[src/rtl/mem_access_unit.sv]
`default_nettype none
// ============================================================================
// Module   : mem_access_unit
// Purpose  : MEM-stage load/store unit. Issues one req/ack transaction per
//            instruction on the data-memory port, stalls the pipeline while it
//            is outstanding, and returns a sign/zero-extended load result.
//            Optional macro MISALIGN_TRAP_EN: trap misaligned half/word
//            accesses instead of issuing them.
// Revision : 1.0 - initial release
// ============================================================================
module mem_access_unit #(
    parameter int TIMEOUT_CYCLES = 64,
    parameter int TIMEOUT_W      = 7
) (
    input  logic        clk,
    input  logic        rst,
    input  logic        flush,
    input  logic        pipe_en,
    input  logic [31:0] addr_MEM,
    input  logic [31:0] wdata_MEM,
    input  logic [2:0]  func3_MEM,
    input  logic        memR_en_MEM,
    input  logic        memW_en_MEM,
    output logic        dmem_req,
    output logic        dmem_we,
    output logic [31:0] dmem_addr,
    output logic [31:0] dmem_wdata,
    output logic [3:0]  dmem_be,
    input  logic        dmem_ack,
    input  logic [31:0] dmem_rdata,
    output logic [31:0] load_data_MEM,
    output logic        load_valid_MEM,
    output logic        stall_MEM,
    output logic        timeout_err,
    output logic        misalign_err
);

    localparam logic [TIMEOUT_W-1:0] c_tmo_last = TIMEOUT_W'(TIMEOUT_CYCLES - 1);

    typedef enum logic [1:0] {
        ST_IDLE = 2'd0,
        ST_REQ  = 2'd1,
        ST_DONE = 2'd2
    } state_t;

    state_t               r_state;
    logic                 r_req;
    logic                 r_we;
    logic [31:0]          r_addr;
    logic [31:0]          r_wdata;
    logic [3:0]           r_be;
    logic [31:0]          r_load_data;
    logic                 r_load_valid;
    logic                 r_timeout_err;
    logic                 r_misalign_err;
    logic [TIMEOUT_W-1:0] r_tmo_cnt;
    logic [2:0]           r_func3;      // size/sign of the access in flight
    logic [1:0]           r_lane;       // byte offset of the access in flight
    logic                 r_is_load;
    logic                 r_kill;       // flush seen while the bus was busy

    logic                 w_access;
    logic                 w_trap;
    logic [3:0]           w_be;
    logic [31:0]          w_wdata;
    logic [7:0]           w_byte;
    logic [15:0]          w_half;
    logic [31:0]          w_ext;

    // A store wins when both enables are set.
    assign w_access = memR_en_MEM | memW_en_MEM;

`ifdef MISALIGN_TRAP_EN
    // Half needs addr[0]=0, word needs addr[1:0]=0; func3[1] covers all word codes.
    assign w_trap = ((func3_MEM[1:0] == 2'b01) & addr_MEM[0])
                  | (func3_MEM[1] & (addr_MEM[1:0] != 2'b00));
`else
    assign w_trap = 1'b0;
`endif

    // Store lane steering: byte enables and replicated write data.
    always_comb begin
        w_be    = 4'b1111;
        w_wdata = wdata_MEM;
        if (memW_en_MEM) begin
            case (func3_MEM[1:0])
                2'b00: begin
                    w_be    = 4'b0001 << addr_MEM[1:0];
                    w_wdata = {4{wdata_MEM[7:0]}};
                end
                2'b01: begin
                    w_be    = 4'b0011 << {addr_MEM[1], 1'b0};
                    w_wdata = {2{wdata_MEM[15:0]}};
                end
                default: begin
                    w_be    = 4'b1111;
                    w_wdata = wdata_MEM;
                end
            endcase
        end
    end

    // Load lane selection and sign/zero extension of the returned word.
    always_comb begin
        w_byte = 8'h00;
        case (r_lane)
            2'd0:    w_byte = dmem_rdata[7:0];
            2'd1:    w_byte = dmem_rdata[15:8];
            2'd2:    w_byte = dmem_rdata[23:16];
            default: w_byte = dmem_rdata[31:24];
        endcase
        w_half = r_lane[1] ? dmem_rdata[31:16] : dmem_rdata[15:0];
        case (r_func3[1:0])
            2'b00:   w_ext = r_func3[2] ? {24'h000000, w_byte}
                                        : {{24{w_byte[7]}}, w_byte};
            2'b01:   w_ext = r_func3[2] ? {16'h0000, w_half}
                                        : {{16{w_half[15]}}, w_half};
            default: w_ext = dmem_rdata;
        endcase
    end

    // Main access FSM; all bus fields and results are registered here.
    always_ff @(posedge clk or posedge rst) begin
        if (rst) begin
            r_state        <= ST_IDLE;
            r_req          <= 1'b0;
            r_we           <= 1'b0;
            r_addr         <= 32'h0;
            r_wdata        <= 32'h0;
            r_be           <= 4'h0;
            r_load_data    <= 32'h0;
            r_load_valid   <= 1'b0;
            r_timeout_err  <= 1'b0;
            r_misalign_err <= 1'b0;
            r_tmo_cnt      <= '0;
            r_func3        <= 3'b000;
            r_lane         <= 2'b00;
            r_is_load      <= 1'b0;
            r_kill         <= 1'b0;
        end else begin
            case (r_state)
                ST_IDLE: begin
                    if (w_access && !flush) begin
                        if (w_trap) begin
                            r_misalign_err <= 1'b1;
                            r_load_data    <= 32'h0;
                            r_load_valid   <= 1'b0;
                            r_state        <= ST_DONE;
                        end else begin
                            r_req     <= 1'b1;
                            r_we      <= memW_en_MEM;
                            r_addr    <= {addr_MEM[31:2], 2'b00};
                            r_wdata   <= w_wdata;
                            r_be      <= w_be;
                            r_func3   <= func3_MEM;
                            r_lane    <= addr_MEM[1:0];
                            r_is_load <= ~memW_en_MEM;
                            r_kill    <= 1'b0;
                            r_tmo_cnt <= '0;
                            r_state   <= ST_REQ;
                        end
                    end
                end
                ST_REQ: begin
                    // A request may not be withdrawn; a flush only suppresses the result.
                    if (flush) begin
                        r_kill <= 1'b1;
                    end
                    if (dmem_ack) begin
                        r_req <= 1'b0;
                        if (r_kill || flush) begin
                            r_state <= ST_IDLE;
                        end else begin
                            if (r_is_load) begin
                                r_load_data <= w_ext;
                            end
                            r_load_valid <= r_is_load;
                            r_state      <= ST_DONE;
                        end
                    end else if (r_tmo_cnt == c_tmo_last) begin
                        r_req <= 1'b0;
                        if (r_kill || flush) begin
                            r_state <= ST_IDLE;
                        end else begin
                            r_timeout_err <= 1'b1;
                            r_load_data   <= 32'h0;
                            r_load_valid  <= 1'b0;
                            r_state       <= ST_DONE;
                        end
                    end else begin
                        r_tmo_cnt <= r_tmo_cnt + 1'b1;
                    end
                end
                ST_DONE: begin
                    // Wait for EX/MEM to move on so the same instruction is not re-issued.
                    if (pipe_en || flush) begin
                        r_load_valid   <= 1'b0;
                        r_timeout_err  <= 1'b0;
                        r_misalign_err <= 1'b0;
                        r_state        <= ST_IDLE;
                    end
                end
                default: begin
                    r_req   <= 1'b0;
                    r_state <= ST_IDLE;
                end
            endcase
        end
    end

    assign stall_MEM      = ((r_state == ST_IDLE) & w_access & ~flush) | (r_state == ST_REQ);
    assign dmem_req       = r_req;
    assign dmem_we        = r_we;
    assign dmem_addr      = r_addr;
    assign dmem_wdata     = r_wdata;
    assign dmem_be        = r_be;
    assign load_data_MEM  = r_load_data;
    assign load_valid_MEM = r_load_valid;
    assign timeout_err    = r_timeout_err;
    assign misalign_err   = r_misalign_err;

endmodule
`default_nettype wire

[config.mk]
export PLATFORM = sky130hd
export DESIGN_NAME = mem_access_unit
export DESIGN_NICKNAME = d
export VERILOG_FILES = /design/src/rtl/mem_access_unit.sv
export SDC_FILE = /design/constraint.sdc
export NUM_CORES = 1
export LEC_CHECK = 0
export CAP_MARGIN = 30
export CORE_UTILIZATION = 40
export DETAILED_ROUTE_END_ITERATION = 16
export GPL_TIMING_DRIVEN = 0
export PLACE_DENSITY_LB_ADDON = 0.05
export SLEW_MARGIN = 30
export SYNTH_ARGS = -nofsm -noshare
export SYNTH_HDL_FRONTEND = slang
export SYNTH_SLANG_ARGS = --single-unit
export TNS_END_PERCENT = 100
[constraint.sdc]
create_clock -name clk -period 10.4 [get_ports clk]
set_input_delay 3.12 -clock clk [delete_from_list [all_inputs] [get_ports clk]]
set_output_delay 3.12 -clock clk [all_outputs]
set_load 0.01 [all_outputs]
==> flow_summary.yaml, run 1 <==
placement:
  post-place-cells: 941
  gp_congestion: 0.7704
  dpl_cell_area_mm2: 0.007715
  portBuffers: 208
  dp_hpwl_um: 12280
detailed_routing:
  vias_per_cell: 5.234
  drc: 0
  drtIter0Drc: 315
  final_antenna_net_count: 0
  wl_um: 16710
  via_count: 5087
  first_pass_iters: 5
  wl_per_cell_um: 17.19
sta:
  drv_slew: 0
  finClkSkew_ns: 0.006495
  rsz0062_at_grt: "no"
  finalSetupTns_ns: 0
  worst_pin_slew_ns: 0.9794
  setup_violations: 0
  hold_viol: 0
  fin_hold_ws_ns: 0.4754
  fmax_ghz: 0.1117
  relSlewSlack_pct: 34.70
  min_period_ns: 8.951
  period_share_pct: 86.07
clock_network:
  path_clk_slew_ns: 0.05
  cts-resized-gates: 0
  clkSinkCount: 118
  cts_root_buffer: "clkbuf_16"
  postCtsHoldBufs: 0
  clk_path_buf_depth: 2
  cts_setup_buffers: 0
  cts_buffers: 17
  htree_levels: 4
  cts_tree: "built"
  worstSkewPairLatency_ns: 0.42
floorplan:
  initial_utilization_pct: 41.82
  dieArea_mm2: 0.01388
  die_h_um: 117.8
  ioPinCount: 212
  num_rows: 41
  placeableCoreArea_mm2: 0.01282
  die_w_um: 117.8
cells_and_area:
  final_cells: 972
  nFillCells: 1084
  fin_nets: 895
  final_area_mm2: 0.008314
  antenna_cells: 0
  syn2layout_area_growth_pct: 55.00
  final_layout_size_suffix_gt1_share_pct: 8.750
  multiInputGateArea_mm2: 0.002215
  regArea_mm2: 0.002953
worst_setup_path:
  rrSetupSlack_ns: 7.91
  path_cells: "clkdlybuf4s50_1, nor3_1, nand2_1, clkbuf_1, clkbuf_1, nand2_1, clkdlybuf4s50_1"
  path_max_fanout: 10
  required_ns: 7.28
  endpoint_kind: "primary output"
  crit_arrival_ns: 5.83
  critPathKind: "in -> out"
  critical-path-top-delay-family: "buffers and inverters"
  critPathLaunchType: "input port"
  slowest_stage: "clkdlybuf4s50_1"
  crit_path_max_incr_delay_ns: 0.54
  cp_num_buf_inv: 4
synthesis:
  yosysWarnings: 0
  synth-adder-area-share_pct: 0.2333
  synth_ff_type: "dfrtp_1"
  synth_edf_count: 0
  synthArstFlopShare_pct: 100.0
  synthDistinctLibCells: 49
  synth_xor_area_share_pct: 0
  synth_compound_area_share_pct: 12.88
  synth-simple-area-share_pct: 21.11
  syn_area_per_cell_um2: 9.630
  synthesis.area_mm2: 0.005364
  synth-seq-area-share_pct: 55.05
  synth-seq-cells: 118
  synth_top_family_by_area: "simple AND/OR/NAND/NOR gates"
  muxShareOfSynthArea_pct: 6.741
  syn_inst: 557
global_route:
  grt_pass1_wl_um: 26800
  grt_overflow_total: 0
  grt_pass1_vias: 5171
  grt_use_total_pct: 25.02
  antenna_found_initial: 0
  grt_max_degree: 86
power:
  p_leak_nw: 3.820
  p_per_area_mw_per_mm2: 270.7
  ir_drop_uv: 158.0
job:
  max_cap_violations: 0
run_status:
  run_status: "finished, final reports clean"
min_path:
  hold_class: "reg -> reg"
==> where the power goes <==
part	internal, mW	switching, mW	total, mW
clock network	0.392	0.202	0.594
logic	0.480	0.405	0.886
registers	0.647	0.124	0.771
total	1.52	0.731	2.25
==> synth_stat cells, drive strengths merged (2+ instances only) <==
cell type	number	share of area, %
inv	12	0.84
nor3	3	0.28
a22o	9	1.5
nand3	37	3.5
o31a	2	0.33
buf	13	1.3
nand2	186	13
nor3b	3	0.42
nand3b	3	0.42
mux2	17	3.6
o31ai	2	0.28
nand2b	5	0.58
a21o	7	0.98
nor2	8	0.61
a21oi	10	0.93
a221oi	9	1.5
o21a	2	0.28
mux2i	17	3.2
o21ai	25	2.3
or2	2	0.23
nor4	3	0.35
dfrtp	118	55
clkbuf	25	1.7
a221o	16	3.2
or3	2	0.23
o211ai	2	0.28
and2	2	0.23
or4	2	0.28
==> kinds of logic after synthesis <==
kind of cell    after synthesis
flops                       118
simple gates                263
compound gates               90
other cells                   1
buf+inv                      50
fa+ha+maj                     1
mux                          34
==> path summary, 6_finish.rpt <==
kind | from | to | cells past startpoint
max in group asynchronous | rst | dmem_addr[4]$_DFFE_PP0P_ | 3
min | dmem_addr[22]$_DFFE_PP0P_ | dmem_addr[22]$_DFFE_PP0P_ | 2
max | flush | stall_MEM | 7
max reg2reg | r_state[1]$_DFFE_PP0P_ | dmem_be[3]$_DFFE_PP0P_ | 6
min in group asynchronous | rst | load_data_MEM[19]$_DFFE_PP0P_ | 2
min reg2reg | dmem_addr[22]$_DFFE_PP0P_ | dmem_addr[22]$_DFFE_PP0P_ | 2
==> per-layer routing <==
layer  vias to the layer above  part of all wire, %  global-route usage (%)
met4                         0                  1.8                   8.253
li1                       2384                    -                       -
met3                        22                  8.5                   10.42
met1                      2502                   42                   31.28
met5                         -                    0                       0
met2                       179                   47                   39.04
==> layout by cell type (no fill, tap or decap), types with 3 or more instances in the layout <==
cell / count
a221o_1: 6
clkinv_2: 4
a22o_1: 9
buf_1: 6
mux2_2: 17
a21o_1: 7
nor2_1: 7
clkdlybuf4s50_1: 208
buf_2: 4
buf_4: 3
conb_1: 3
nand2_1: 186
nand3_1: 37
mux2i_1: 17
nand2b_1: 5
a21oi_1: 10
clkbuf_1: 27
o21ai_0: 25
dfrtp_1: 118
inv_1: 11
bufinv_16: 3
clkbuf_8: 3
clkbuf_16: 17
nor3_1: 3
a221oi_1: 9
a221o_2: 10
nand3b_1: 3
nor3b_1: 3
==> per-stage QoR <==
step	total power [mW]	setup slack, ns	utilization (%)
6_report	2.250	1.449	64.83
5_1_grt	2.380	1.200	64.83
4_1_cts	2.267	1.438	64.83
3_5_place_dp	1.661	1.446	60.16
3_3_place_gp	1.635	1.487	59.80
2_1_floorplan	1.149	3.042	-
==> worst register-to-register path, delay by kind of cell (launching register included) <==
kind | cells | cell delay [ns]
buffers and inverters | 2 | 0.90
and+or+nand+nor | 3 | 0.88
DFF | 1 | 0.47
AOI/OAI and AO/OA | 1 | 0.18
==> sequential cells by signal (all words and copies together) (netlist names) <==
signal / count
load_data_MEM: 32
r_func3: 3
r_is_load: 1
dmem_req: 1
r_tmo_cnt: 7
dmem_we: 1
r_state: 2
load_valid_MEM: 1
dmem_be: 4
timeout_err: 1
dmem_wdata: 32
dmem_addr: 30
r_lane: 2
r_kill: 1
==> final cells by class <==
| class | instances | area share, % |
|---|---|---|
| Sequential cell | 118 | 35.52 |
| Buffer | 38 | 1.986 |
| Multi-Input combinational cell | 391 | 26.64 |
| Timing Repair Buffer | 210 | 25.43 |
| Tap cell | 172 | 2.588 |
| Clock inverter | 9 | 1.505 |
| Clock buffer | 22 | 5.704 |
| Inverter | 12 | 0.6321 |
Note: power is estimated with default switching activity, not from simulation.
==> inputs of run 2 (changes only) <==
- CAP_MARGIN: 30 -> 20
==> results of run 2 <==
The final DEF is identical to that of run 1; final timing and power are the same.
==> inputs of run 3 (changes only) <==
- DONT_BUFFER_PORTS: not set -> 1
==> flow_summary.yaml, run 3 (synthesis gave the netlist of run 1 again) <==
run_status:
  run_status: "finished, final reports clean"
clock_network:
  htree_levels: 4
  cts_buffers: 17
  worstSkewPairLatency_ns: 0.41
  path_clk_slew_ns: 0.05
  cts-resized-gates: 0
  cts_root_buffer: "clkbuf_16"
  cts_tree: "built"
  clk_path_buf_depth: 2
  postCtsHoldBufs: 0
  cts_setup_buffers: 0
  clkSinkCount: 118
power:
  power_frac_comb_pct: 21.0
  p_per_area_mw_per_mm2: 302.3
  p_leak_nw: 3.042
  p_sw_uw: 669.1
  pwr-share-clk_pct: 32.3
  ir_drop_uv: 123.2
  internal_power_mw: 1.223
  sequentialPowerShare_pct: 46.8
  p_total_mw: 1.892
  p_sw_share_pct: 35.36
sta:
  fmax_ghz: 0.1265
  period_share_pct: 76.01
  finClkSkew_ns: 0.006709
  hold_viol: 0
  worst_pin_slew_ns: 0.8956
  finalSetupTns_ns: 0
  rsz0062_at_grt: "no"
  setup_violations: 0
  drv_slew: 0
  worst_slack_ns: 2.495
  min_period_ns: 7.905
  relSlewSlack_pct: 39.84
worst_setup_path:
  required_ns: 7.28
  endpoint_kind: "primary output"
  critPathKind: "in -> out"
  critPathLaunchType: "input port"
  path_max_fanout: 10
  crit_arrival_ns: 4.79
detailed_routing:
  highest_layer: "met4"
  wl_met1_um: 6330
  vias_per_cell: 5.416
  drc: 0
  wl_um: 15050
  dr_wl_met3_um: 1414
  wl_met2_um: 7076
  wl_per_cell_um: 19.64
  first_pass_iters: 4
  final_antenna_net_count: 0
  drtIter0Drc: 293
  via_count: 4149
global_route:
  grt_max_degree: 87
  grt_pass1_vias: 4283
  grt_use_total_pct: 22.47
  antenna_found_initial: 0
  grt_pass1_wl_um: 23800
  grt_overflow_total: 0
cells_and_area:
  final_layout_size_suffix_gt1_share_pct: 11.95
  multiInputGateArea_mm2: 0.002215
  final_common_cell: "nand2_1"
  antenna_cells: 0
  nFillCells: 1202
  final_area_mm2: 0.006260
  syn2layout_area_growth_pct: 16.70
  layout_common_cells: "186 x nand2_1, 118 x dfrtp_1, 37 x nand3_1"
  regArea_mm2: 0.002953
  fin_nets: 688
  final_cells: 766
floorplan:
  die_h_um: 117.8
  initial_utilization_pct: 41.82
  die_w_um: 117.8
  dieArea_mm2: 0.01388
  placeableCoreArea_mm2: 0.01282
  num_rows: 41
  ioPinCount: 212
placement:
  dp_slack_ns: 2.452
  post-place-cells: 733
  portBuffers: 0
  dp_hpwl_um: 10920
  gp_congestion: 0.7681
  dpl_cell_area_mm2: 0.005633
job:
  max_cap_violations: 0
min_path:
  hold_class: "reg -> reg"
## run 3: cell count changes in the layout (fill, tap and decap cells not counted)
cell,delta
clkbuf_8,+2
clkdlybuf4s50_1,-208
clkbuf_2,+1
clkinvlp_4,-1
clkinv_2,-2
clkinv_4,+1
clkbuf_1,+1
## run 3: worst max-delay path, cell delays in order
cell and delay, ns:
nor3_1 0.49, nand2_1 0.25, clkbuf_1 0.34, clkbuf_1 0.35, nand2_1 0.22
## run 3: final timing paths
kind / from / to / slack (ns) / cells past startpoint
setup reg to reg: r_state[1]$_DFFE_PP0P_ / dmem_wdata[24]$_DFFE_PP0P_ / 7.85 / 6
max in group asynchronous: rst / load_data_MEM[13]$_DFFE_PP0P_ / 7.17 / 2
hold reg to reg: r_tmo_cnt[6]$_DFFE_PP0P_ / r_tmo_cnt[6]$_DFFE_PP0P_ / 0.49 / 1
hold / removal: r_tmo_cnt[6]$_DFFE_PP0P_ / r_tmo_cnt[6]$_DFFE_PP0P_ / 0.49 / 1
min in group asynchronous: rst / dmem_addr[28]$_DFFE_PP0P_ / 2.51 / 1
setup / recovery: flush / stall_MEM / 2.49 / 5
## run 3: power groups by stage
stage	clock network, mW	registers [mW]	logic [mW]
2_1_floorplan	0	0.834	0.315
3_3_place_gp	0	0.891	0.382
3_5_place_dp	0	0.891	0.400
4_1_cts	0.622	0.888	0.400
5_1_grt	0.640	0.910	0.453
6_report	0.611	0.885	0.397
## run 3: per-stage QoR
| stage | utilization [%] | hold slack, ns |
|---|---|---|
| after floorplan | - | 0.4581 |
| after global placement | 43.56 | 0.4762 |
| after detailed placement | 43.92 | 0.4802 |
| after CTS | 48.77 | 0.4962 |
| after global routing | 48.81 | 0.5143 |
| final | 48.81 | 0.4933 |
## run 3: layout make-up
class                   instances  share of cell area [%]
multi-input cells             391                   35.38
well taps                     172                   3.438
inverters                      12                  0.8395
flip-flops and latches        118                   47.17
clock buffers                  25                   8.075
repair buffers                  3                  0.5996
clock inverters                 7                   1.859
plain buffers                  38                   2.638
## run 3: layer usage
metal / vias to the layer above / track usage (%)
met4: 0 / 8.494
met5: - / 0
met2: 161 / 35.00
li1: 1969 / -
met1: 1998 / 28.11
met3: 21 / 8.672
